**src/rtl/vga_read_timing_gen_if.sv**
```systemverilog
// Read-side VGA timing bundle: run control in, sync/request/pixel-index outputs.
interface vga_read_timing_gen_if;
  logic        iENABLE;
  logic        VGA_HS;
  logic        VGA_VS;
  logic        READ_Request;
  logic [10:0] oX;
  logic [10:0] oY;
  logic        oFrame_Start;
  logic [9:0]  oDATA;

  modport master (
    input  iENABLE,
    output VGA_HS, VGA_VS, READ_Request, oX, oY, oFrame_Start, oDATA
  );

  modport slave (
    output iENABLE,
    input  VGA_HS, VGA_VS, READ_Request, oX, oY, oFrame_Start, oDATA
  );
endinterface

```
**src/rtl/vga_read_timing_gen.sv**
```systemverilog
// VGA read-side timing: registered decode of h/v counters, one clock behind the counters.
// Optional diagonal test pattern on oDATA when VGA_TIMING_TEST_PATTERN_EN is defined.
module vga_read_timing_gen #(
  parameter int H_SYNC = 96,
  parameter int H_BP   = 48,
  parameter int H_ACT  = 640,
  parameter int H_FP   = 16,
  parameter int V_SYNC = 2,
  parameter int V_BP   = 33,
  parameter int V_ACT  = 480,
  parameter int V_FP   = 10
) (
  input  logic                  VGA_CLK,
  input  logic                  RST,
  vga_read_timing_gen_if.master vga
);

  localparam logic [10:0] H_SYNC_C    = 11'(H_SYNC);
  localparam logic [10:0] H_ACT_START = 11'(H_SYNC + H_BP);
  localparam logic [10:0] H_ACT_END   = 11'(H_SYNC + H_BP + H_ACT - 1);
  localparam logic [10:0] H_LAST      = 11'(H_SYNC + H_BP + H_ACT + H_FP - 1);
  localparam logic [10:0] V_SYNC_C    = 11'(V_SYNC);
  localparam logic [10:0] V_ACT_START = 11'(V_SYNC + V_BP);
  localparam logic [10:0] V_ACT_END   = 11'(V_SYNC + V_BP + V_ACT - 1);
  localparam logic [10:0] V_LAST      = 11'(V_SYNC + V_BP + V_ACT + V_FP - 1);

  logic [10:0] hCnt, vCnt;
  logic [10:0] hCntNext, vCntNext;
  logic [10:0] xNext, yNext;
  logic        hActive, vActive, pixActive;
  logic        hsNext, vsNext, frameStartNext;

  always_comb begin
    hActive        = (hCnt >= H_ACT_START) && (hCnt <= H_ACT_END);
    vActive        = (vCnt >= V_ACT_START) && (vCnt <= V_ACT_END);
    pixActive      = hActive && vActive;
    hsNext         = (hCnt >= H_SYNC_C);
    vsNext         = (vCnt >= V_SYNC_C);
    xNext          = pixActive ? (hCnt - H_ACT_START) : 11'd0;
    yNext          = vActive ? (vCnt - V_ACT_START) : 11'd0;
    frameStartNext = pixActive && (hCnt == H_ACT_START) && (vCnt == V_ACT_START);

    // v advances only on the h wrap; both wrap together at the frame's last clock
    hCntNext = hCnt + 11'd1;
    vCntNext = vCnt;
    if (hCnt == H_LAST) begin
      hCntNext = 11'd0;
      vCntNext = (vCnt == V_LAST) ? 11'd0 : vCnt + 11'd1;
    end
  end

  always_ff @(posedge VGA_CLK) begin
    if (RST) begin
      hCnt             <= 11'd0;
      vCnt             <= 11'd0;
      vga.VGA_HS       <= 1'b1;
      vga.VGA_VS       <= 1'b1;
      vga.READ_Request <= 1'b0;
      vga.oX           <= 11'd0;
      vga.oY           <= 11'd0;
      vga.oFrame_Start <= 1'b0;
    end else if (vga.iENABLE) begin
      hCnt             <= hCntNext;
      vCnt             <= vCntNext;
      vga.VGA_HS       <= hsNext;
      vga.VGA_VS       <= vsNext;
      vga.READ_Request <= pixActive;
      vga.oX           <= xNext;
      vga.oY           <= yNext;
      vga.oFrame_Start <= frameStartNext;
    end else begin
      // frozen: syncs and indices hold, but no pixel may be requested
      vga.READ_Request <= 1'b0;
      vga.oFrame_Start <= 1'b0;
    end
  end

`ifdef VGA_TIMING_TEST_PATTERN_EN
  logic [10:0] rampSum;

  always_comb begin
    rampSum = xNext + yNext;
  end

  always_ff @(posedge VGA_CLK) begin
    if (RST) begin
      vga.oDATA <= 10'd0;
    end else if (vga.iENABLE && pixActive) begin
      vga.oDATA <= rampSum[9:0];
    end else begin
      vga.oDATA <= 10'd0;
    end
  end
`else
  assign vga.oDATA = 10'd0;
`endif

endmodule

```
**src/flat_wrapper.sv**
```systemverilog
// flat-port wrapper written by rule: the top's interface ports become plain ports
module vga_read_timing_gen_flat 
#(
  parameter int H_SYNC = 96,
  parameter int H_BP   = 48,
  parameter int H_ACT  = 640,
  parameter int H_FP   = 16,
  parameter int V_SYNC = 2,
  parameter int V_BP   = 33,
  parameter int V_ACT  = 480,
  parameter int V_FP   = 10
)
  (VGA_CLK, RST, vga_iENABLE, vga_VGA_HS, vga_VGA_VS, vga_READ_Request, vga_oX, vga_oY, vga_oFrame_Start, vga_oDATA);
  vga_read_timing_gen_if vga_i ();
  input  logic VGA_CLK;
  input  logic RST;
  input wire logic [$bits(vga_i.iENABLE)-1:0] vga_iENABLE;
  output wire logic [$bits(vga_i.VGA_HS)-1:0] vga_VGA_HS;
  output wire logic [$bits(vga_i.VGA_VS)-1:0] vga_VGA_VS;
  output wire logic [$bits(vga_i.READ_Request)-1:0] vga_READ_Request;
  output wire logic [$bits(vga_i.oX)-1:0] vga_oX;
  output wire logic [$bits(vga_i.oY)-1:0] vga_oY;
  output wire logic [$bits(vga_i.oFrame_Start)-1:0] vga_oFrame_Start;
  output wire logic [$bits(vga_i.oDATA)-1:0] vga_oDATA;
  assign vga_i.iENABLE = vga_iENABLE;
  assign vga_VGA_HS = vga_i.VGA_HS;
  assign vga_VGA_VS = vga_i.VGA_VS;
  assign vga_READ_Request = vga_i.READ_Request;
  assign vga_oX = vga_i.oX;
  assign vga_oY = vga_i.oY;
  assign vga_oFrame_Start = vga_i.oFrame_Start;
  assign vga_oDATA = vga_i.oDATA;
  vga_read_timing_gen #(.H_SYNC(H_SYNC), .H_BP(H_BP), .H_ACT(H_ACT), .H_FP(H_FP), .V_SYNC(V_SYNC), .V_BP(V_BP), .V_ACT(V_ACT), .V_FP(V_FP)) u_core (.VGA_CLK(VGA_CLK), .RST(RST), .vga(vga_i));
endmodule
```
**config.mk**
```make
export PLATFORM = sky130hd
export DESIGN_NAME = vga_read_timing_gen_flat
export DESIGN_NICKNAME = d
export VERILOG_FILES = /design/src/rtl/vga_read_timing_gen_if.sv /design/src/rtl/vga_read_timing_gen.sv /design/src/flat_wrapper.sv
export SDC_FILE = /design/constraint.sdc
export NUM_CORES = 1
export LEC_CHECK = 0
export CELL_PAD_IN_SITES_DETAIL_PLACEMENT = 0
export CELL_PAD_IN_SITES_GLOBAL_PLACEMENT = 2
export CORE_UTILIZATION = 32
export CTS_CLUSTER_SIZE = 12
export DETAILED_ROUTE_END_ITERATION = 10
export PLACE_DENSITY = 0.81
export SYNTH_ARGS = -nofsm -noshare
export SYNTH_HDL_FRONTEND = slang
export SYNTH_SLANG_ARGS = --single-unit
```
**constraint.sdc**
```tcl
create_clock -name VGA_CLK -period 2.3 [get_ports VGA_CLK]
set_clock_uncertainty 0.05 [all_clocks]
set_input_delay 0.23 -clock VGA_CLK [delete_from_list [all_inputs] [get_ports VGA_CLK]]
set_output_delay 0.23 -clock VGA_CLK [all_outputs]
set_load 0.01 [all_outputs]
```
==> results of run 1 <==
-- through the flow --
| stage | instances | cell area, um2 | setup WS (ns) | power, mW |
|---|---|---|---|---|
| 6_report | 434 | 3020 | 0.224 | 1.40 |
| 5_1_grt | 434 | 3020 | 0.0613 | 1.45 |
| 4_1_cts | 434 | 3020 | 0.235 | 1.41 |
| 3_5_place_dp | 427 | 2940 | 0.219 | 0.925 |
| 3_3_place_gp | 427 | 2940 | 0.264 | 0.926 |
| 2_1_floorplan | 307 | 2560 | 0.368 | 0.911 |
-- flip-flops by register name, indices dropped and copies added (netlist names) --
signal,cells
u_core.hCnt,11
u_core.vga.READ_Request,1
u_core.vga.VGA_HS,1
u_core.vCnt,11
u_core.vga.oX,11
u_core.vga.oY,11
u_core.vga.VGA_VS,1
u_core.vga.oFrame_Start,1
-- kinds of logic (layout without fill, tap and decap cells) --
| family | count (synthesis) | after routing |
|---|---|---|
| fa+ha+maj | 10 | 10 |
| xor+xnor | 23 | 23 |
| buf+inv | 39 | 64 |
| compound gates | 64 | 64 |
| simple gates | 113 | 113 |
| flops | 48 | 48 |
| other cells | 1 | 10 |
-- placed cells by master, fill, tap and decap left out, types with 10 or more instances in the layout --
cell | Yosys | routed
a21oi_1 | 10 | 10
buf_4 | 12 | 19
clkdlybuf4s50_1 | 0 | 28
conb_1 | 1 | 10
dfxtp_1 | 48 | 48
ha_1 | 10 | 10
inv_1 | 10 | 10
nand2_1 | 36 | 36
nand3_1 | 11 | 11
nor2_1 | 20 | 20
o21ai_0 | 21 | 21
o31ai_1 | 14 | 14
xnor2_1 | 17 | 17
-- critical path: stages (launching register included) --
cell      delay, ns
dfxtp_1        0.44
ha_1           0.23
and3_1         0.23
a32oi_1        0.08
a2111o_1       0.52
buf_4          0.21
o31ai_1        0.22
-- layer usage --
layer,GRT usage,up-vias,share of wire
met2,0.235,41,0.43
li1,-,1091,-
met4,0.0529,0,0.018
met3,0.0269,9,0.027
met5,0,-,0
met1,0.229,1028,0.53
-- path summary, 6_finish.rpt --
kind	from	slack [ns]	end
worst max register to register	u_core.hCnt[1]	0.22	u_core.vga.oX[7]
worst max-delay path	u_core.hCnt[1]	0.22	u_core.vga.oX[7]
worst min register to register	u_core.vga.oY[0]	0.40	u_core.vga.oY[0]
worst min-delay path	u_core.vga.oY[0]	0.40	u_core.vga.oY[0]
-- power by group --
part / switching (mW) / total [mW] / internal (mW)
Combinational: 0.0407 / 0.0657 / 0.0250
Sequential: 0.00525 / 0.840 / 0.835
Clock: 0.282 / 0.490 / 0.208
Total: 0.328 / 1.40 / 1.07
-- layout make-up --
class	instances	area, um2
Clock inverter	1	5.00
Tap cell	102	128
Inverter	10	37.5
Clock buffer	6	72.6
Multi-Input combinational cell	220	1390
Timing Repair Buffer	47	423
Sequential cell	48	961
Fill cell	818	4670
==> implementation parameters, run 1 <==
Parameter                              Value

CTS
  Number of buffers added to fix hold violations after cts ... 0
  Post-cts sizing count ... 0
  Num Clock Sinks ... 48
  Buffer type at the clock tree root ... clkbuf_8
  Clock latency on the worst-skew pair ... 0.30 ns
  Setup Buffers After CTS ... 0
  Htree depth ... 2
  Maximum count of clock buffers along a single path ... 2
  Number of buffers created by CTS ... 5
  Register clock-pin slew on the reported worst setup and hold paths ... 0.09 ns
  Clock tree from TritonCTS ... done

Synth
  Post-synthesis instance area ... 0.00253 mm2
  Fraction of synthesis flops using an asynchronous set or reset pin ... 0
  Number of warning messages in the yosys log ... 0
  Synthesized instance count ... 298
  Mean Syn Cell Area ... 8.48 um2
  Compound-Gate Fraction of Synth Area ... 0.166
  Library cells used by synthesis ... 52
  Share of the yosys chip area belonging to registers ... 0.380
  Top post-synthesis cells by area ... dfxtp_1, xnor2_1, nand2_1
  FF+latch count, synth ... 48
  Fraction of synthesized cell area in xor and xnor cells ... 0.0797
  Number of enable-type register cells in the synthesized netlist ... 0
  Yosys top cell area share ... 0.380
  Predominant post-synthesis flop cell ... dfxtp_1
  Cell with the most instances after synthesis ... dfxtp_1
  Dominant combinational cell family by area after synthesis ... simple AND/OR/NAND/NOR gates
  Most frequent cells after synthesis ... dfxtp_1, nand2_1, o21ai_0, nor2_1, xnor2_1
  Basic-gate share of the synthesized area counting and, or, nand and nor cells ... 0.241
  Adder-cell area share of the yosys netlist ... 0.0495
  Fraction of synthesized area in multiplexers ... 0
  Area leader, netlist ... dfxtp_1

STA
  Final setup TNS ... 0 ns
  Hold Violations, Final ... 0
  Post-route fraction of the period consumed by the critical path ... 0.903
  WHS ... 0.404 ns
  Achievable frequency ... 482 MHz
  RSZ-0062 raised after global routing ... no
  Number of max-slew violations in the final report ... 0
  Setup violators final ... 0
  Worst-margin pin slew ... 0.537 ns
  Headroom to the max-slew limit ... 0.642
  Clock period minus worst slack ... 2.08 ns

Run status
  Status ... completed

Pwr
  P_leak ... 1.11 nW
  Areal power density over the cells ... 463 mW/mm2
  Highest ir drop seen on vdd ... 172 uV

Global routing
  Vias in the first global route ... 2060
  Wire length of the first global-routing pass ... 10.6 mm
  Total gr overflow ... 0
  Initial antenna violation count ... 0
  Pin count of the biggest net entering global routing ... 18
  Overall fraction of global-route tracks in use ... 0.158

Finish
  Final antenna diode count ... 0
  Area growth, synth to finish ... 19.5%
  Final core occ ... 0.393
  Final layout net count ... 345
  Fraction of final layout cells with drive strength greater than 1 ... 0.0964

Floorplanning
  Placeable core area ... 0.00769 mm2
  Die X ... 90.9 um
  Initial standard-cell utilization of the core ... 0.329
  Die Span Y ... 90.9 um
  Total Die Area ... 0.00825 mm2
  Number of primary I/O pins ... 39
  Number of placement rows ... 32

Setup path
  Critical path endpoint category ... flop
  Signal arrival time at the worst endpoint ... 2.25 ns
  Cell count of the worst reg-to-reg path ... 6
  CP Data Required Time ... 2.47 ns
  Sort of element at the start of the critical path ... flop
  Crit-path max FO ... 9
  Classification of the worst setup path ... flop to flop

Drt
  Number of design rule violations left after detail routing ... 0
  ANT nets after route ... 0
  Wire length reported by the detailed router ... 6.04 mm
  Pre-Repair DR Iteration Count ... 6
  Routed WL per cell ... 13.9 um
  Via count ... 2169
  Routed vias/inst ... 5.00
  Starting DRC count in detailed routing ... 112

Placement
  Final HPWL DP ... 4.42 mm
  Number of buffers added on ports ... 28
  Final GP Congestion ... 0.762

Run
  Count of max-cap constraint violations ... 0

Hold path
  Worst Hold Path Cells ... 2
  Class of the worst hold path ... flop to flop
(Power assumes the default switching activity.)
==> inputs of run 2 (changes only) <==
--- a/config.mk
+++ b/config.mk
@@ -11,6 +11,7 @@
 export CTS_CLUSTER_SIZE = 12
 export DETAILED_ROUTE_END_ITERATION = 10
 export PLACE_DENSITY = 0.81
+export SKIP_CTS_REPAIR_TIMING = 1
 export SYNTH_ARGS = -nofsm -noshare
 export SYNTH_HDL_FRONTEND = slang
 export SYNTH_SLANG_ARGS = --single-unit
==> results of run 2 <==
Final layout, timing and power as in run 1 (identical DEF).
==> inputs of run 3 (changes only) <==
--- a/config.mk
+++ b/config.mk
@@ -6,9 +6,9 @@
 export NUM_CORES = 1
 export LEC_CHECK = 0
 export CELL_PAD_IN_SITES_DETAIL_PLACEMENT = 0
-export CELL_PAD_IN_SITES_GLOBAL_PLACEMENT = 2
-export CORE_UTILIZATION = 32
-export CTS_CLUSTER_SIZE = 12
+export CELL_PAD_IN_SITES_GLOBAL_PLACEMENT = 1
+export CORE_UTILIZATION = 40
+export CTS_CLUSTER_SIZE = 25
 export DETAILED_ROUTE_END_ITERATION = 10
 export PLACE_DENSITY = 0.81
 export SKIP_CTS_REPAIR_TIMING = 1
==> run 3 against run 2 <==
  * Die area shrank 20%
  * Sequential power is essentially flat
  * Via count shrank 2.4%
  * Worst setup slack lost 0.040 ns
  * Core utilization grew 10 points
  * Final area shrank 1.2%
  * Register-to-register slack lost 0.04 ns
  * Hold slack gained 0.0018 ns
  * Clock-buffer cell count shrank 1
  * Cell count shrank 7.1%
  * Highest routed layer unchanged
==> implementation parameters, run 3 (synthesis results as in run 1) <==
Parameter                              Value

Run status
  Status ... completed (unchanged)

Finish
  Final layout net count ... 340 (was 345)
  Fraction of final layout cells with drive strength greater than 1 ... 0.0884 (was 0.0964)
  Area growth, synth to finish ... 18.0% (was 19.5%)
  Commonest non-fill, non-tap cells in the layout ... dfxtp_1, nand2_1, clkdlybuf4s50_1 (unchanged)
  Final antenna diode count ... 0 (unchanged)
  Post-route cell area ... 0.00298 mm2 (was 0.00302 mm2)
  Most frequent standard cell in the layout excluding fill and tap cells ... dfxtp_1 (unchanged)

Pwr
  Areal power density over the cells ... 510 mW/mm2 (was 463 mW/mm2)
  Highest ir drop seen on vdd ... 324 uV (was 172 uV)
  P_leak ... 1.10 nW (was 1.11 nW)
  Total chip power ... 1.52 mW (was 1.40 mW)

Setup path
  Crit-path cells ... ha_1 > and3_1 > a32oi_1 > a2111o_1 > nor4_1 > buf_4 (was ha_1 > and3_1 > a32oi_1 > a2111o_1 > buf_4 > o31ai_1)
  Source of the critical timing path ... u_core.hCnt[0] (was u_core.hCnt[1])
  Termination of the worst setup path ... u_core.vga.oFrame_Start (was u_core.vga.oX[7])
  Delay contributed by the slowest stage of the critical path ... 0.55 ns (was 0.52 ns)
  R2R Path End ... u_core.vga.oFrame_Start (was u_core.vga.oX[7])
  Classification of the worst setup path ... flop to flop (unchanged)
  CP Data Required Time ... 2.51 ns (was 2.47 ns)
  Cell count of the worst reg-to-reg path ... 6 (unchanged)
  Bufs and invs on worst path ... 1 (unchanged)
  Sort of element at the start of the critical path ... flop (unchanged)
  Critical path endpoint category ... flop (unchanged)
  Worst path slowest cell ... a2111o_1 (unchanged)
  Stages on worst setup path ... 6 (unchanged)
  R2R setup slack ... 0.18 ns (was 0.22 ns)
  Crit-path max FO ... 7 (was 9)
  CP top delay family ... compound AO/OA/AOI/OAI gates (unchanged)
  Launch instance of the worst register-to-register path ... u_core.hCnt[0] (was u_core.hCnt[1])
  Signal arrival time at the worst endpoint ... 2.32 ns (was 2.25 ns)

CTS
  Register clock-pin slew on the reported worst setup and hold paths ... 0.09 ns (about the same)
  Maximum count of clock buffers along a single path ... 2 (unchanged)
  Num Clock Sinks ... 48 (unchanged)
  Clock tree from TritonCTS ... done (unchanged)
  Number of buffers created by CTS ... 5 (unchanged)
  Htree depth ... 2 (unchanged)
  Clock latency on the worst-skew pair ... 0.30 ns (about the same)
  Buffer type at the clock tree root ... clkbuf_8 (unchanged)

STA
  Worst-margin pin slew ... 0.567 ns (was 0.537 ns)
  Achievable frequency ... 473 MHz (was 482 MHz)
  Post-route fraction of the period consumed by the critical path ... 0.920 (was 0.903)
  Setup violators final ... 0 (unchanged)
  Final setup TNS ... 0 ns (unchanged)
  Number of max-slew violations in the final report ... 0 (unchanged)
  RSZ-0062 raised after global routing ... no (unchanged)
  Hold Violations, Final ... 0 (unchanged)
  Clock period minus worst slack ... 2.12 ns (was 2.08 ns)
  Headroom to the max-slew limit ... 0.617 (was 0.642)
  Post-layout worst setup margin ... 0.184 ns (was 0.224 ns)

Drt
  Routed vias/inst ... 5.25 (was 5.00)
  Number of design rule violations left after detail routing ... 0 (unchanged)
  Via count ... 2116 (was 2169)
  Pre-Repair DR Iteration Count ... 5 (was 6)
  ANT nets after route ... 0 (unchanged)
  Starting DRC count in detailed routing ... 106 (was 112)
  Wire length reported by the detailed router ... 5.65 mm (was 6.04 mm)
  Routed WL per cell ... 14.0 um (was 13.9 um)

Global routing
  Overall fraction of global-route tracks in use ... 0.185 (was 0.158)
  Initial antenna violation count ... 0 (unchanged)
  Vias in the first global route ... 1837 (was 2060)
  Wire length of the first global-routing pass ... 9.29 mm (was 10.6 mm)
  Total gr overflow ... 0 (unchanged)
  Pin count of the biggest net entering global routing ... 23 (was 18)

Placement
  Post-placement cell area ... 0.00287 mm2 (was 0.00294 mm2)
  Number of buffers added on ports ... 28 (unchanged)
  Final HPWL DP ... 4.09 mm (was 4.42 mm)
  Worst setup slack before clock tree synthesis ... 0.233 ns (was 0.219 ns)
  Final GP Congestion ... 0.817 (was 0.762)

Floorplanning
  Number of placement rows ... 28 (was 32)
  Total Die Area ... 0.00664 mm2 (was 0.00825 mm2)
  Die Span Y ... 81.5 um (was 90.9 um)
  Die X ... 81.5 um (was 90.9 um)
  Placeable core area ... 0.00599 mm2 (was 0.00769 mm2)
  Number of primary I/O pins ... 39 (unchanged)
  Initial standard-cell utilization of the core ... 0.422 (was 0.329)

Run
  Count of max-cap constraint violations ... 0 (unchanged)

Hold path
  Class of the worst hold path ... flop to flop (unchanged)
  Hold Crit Start ... u_core.vga.oX[9] (was u_core.vga.oY[0])
[run 3: how the worst min path moves through the flow]
stage                       end  depth (start not counted)  slack, ns
6_report       u_core.vga.oX[9]                          2       0.41
5_1_grt        u_core.vga.oX[9]                          2       0.43
4_1_cts        u_core.vga.oX[9]                          2       0.41
3_5_place_dp   u_core.vga.oX[2]                          2       0.39
3_3_place_gp   u_core.vga.oY[0]                          2       0.38
2_1_floorplan    u_core.vCnt[1]                          3       0.38
[run 3: stage by stage]
stage	utilization	cells	hold WS, ns
after floorplan	-	307	0.384
after global placement	0.479	395	0.384
after detailed placement	0.479	395	0.393
after CTS	0.497	403	0.410
after global routing	0.497	403	0.429
final	0.497	403	0.406
[run 3: layout make-up]
class | instances | area (um2)
clock buffer | 5 | 68.8
clock inverter | 3 | 42.5
fill | 573 | 3010
inverter | 10 | 37.5
multi-input combinational | 220 | 1390
sequential | 48 | 961
tap | 75 | 93.8
timing repair buffer | 42 | 385
[run 3: worst min-delay path, cell delays in order (launching register included)]
cell,delay [ns]
dfxtp_1,0.32
nand2_1,0.05
o31ai_1,0.05
[run 3: layer usage]
layer	wire length, um	part of all wire	track usage
met1	2990	0.53	0.271
met3	156	0.028	0.0322
met5	0	0	0
met4	30	0.0053	0.0536
met2	2470	0.44	0.273
[run 3: power by group]
part           switching [mW]  leakage, nW  internal (mW)  total (mW)
logic                  0.0408        0.656         0.0238      0.0646
clock network           0.292       0.0541          0.322       0.614
registers             0.00537        0.387          0.835       0.841
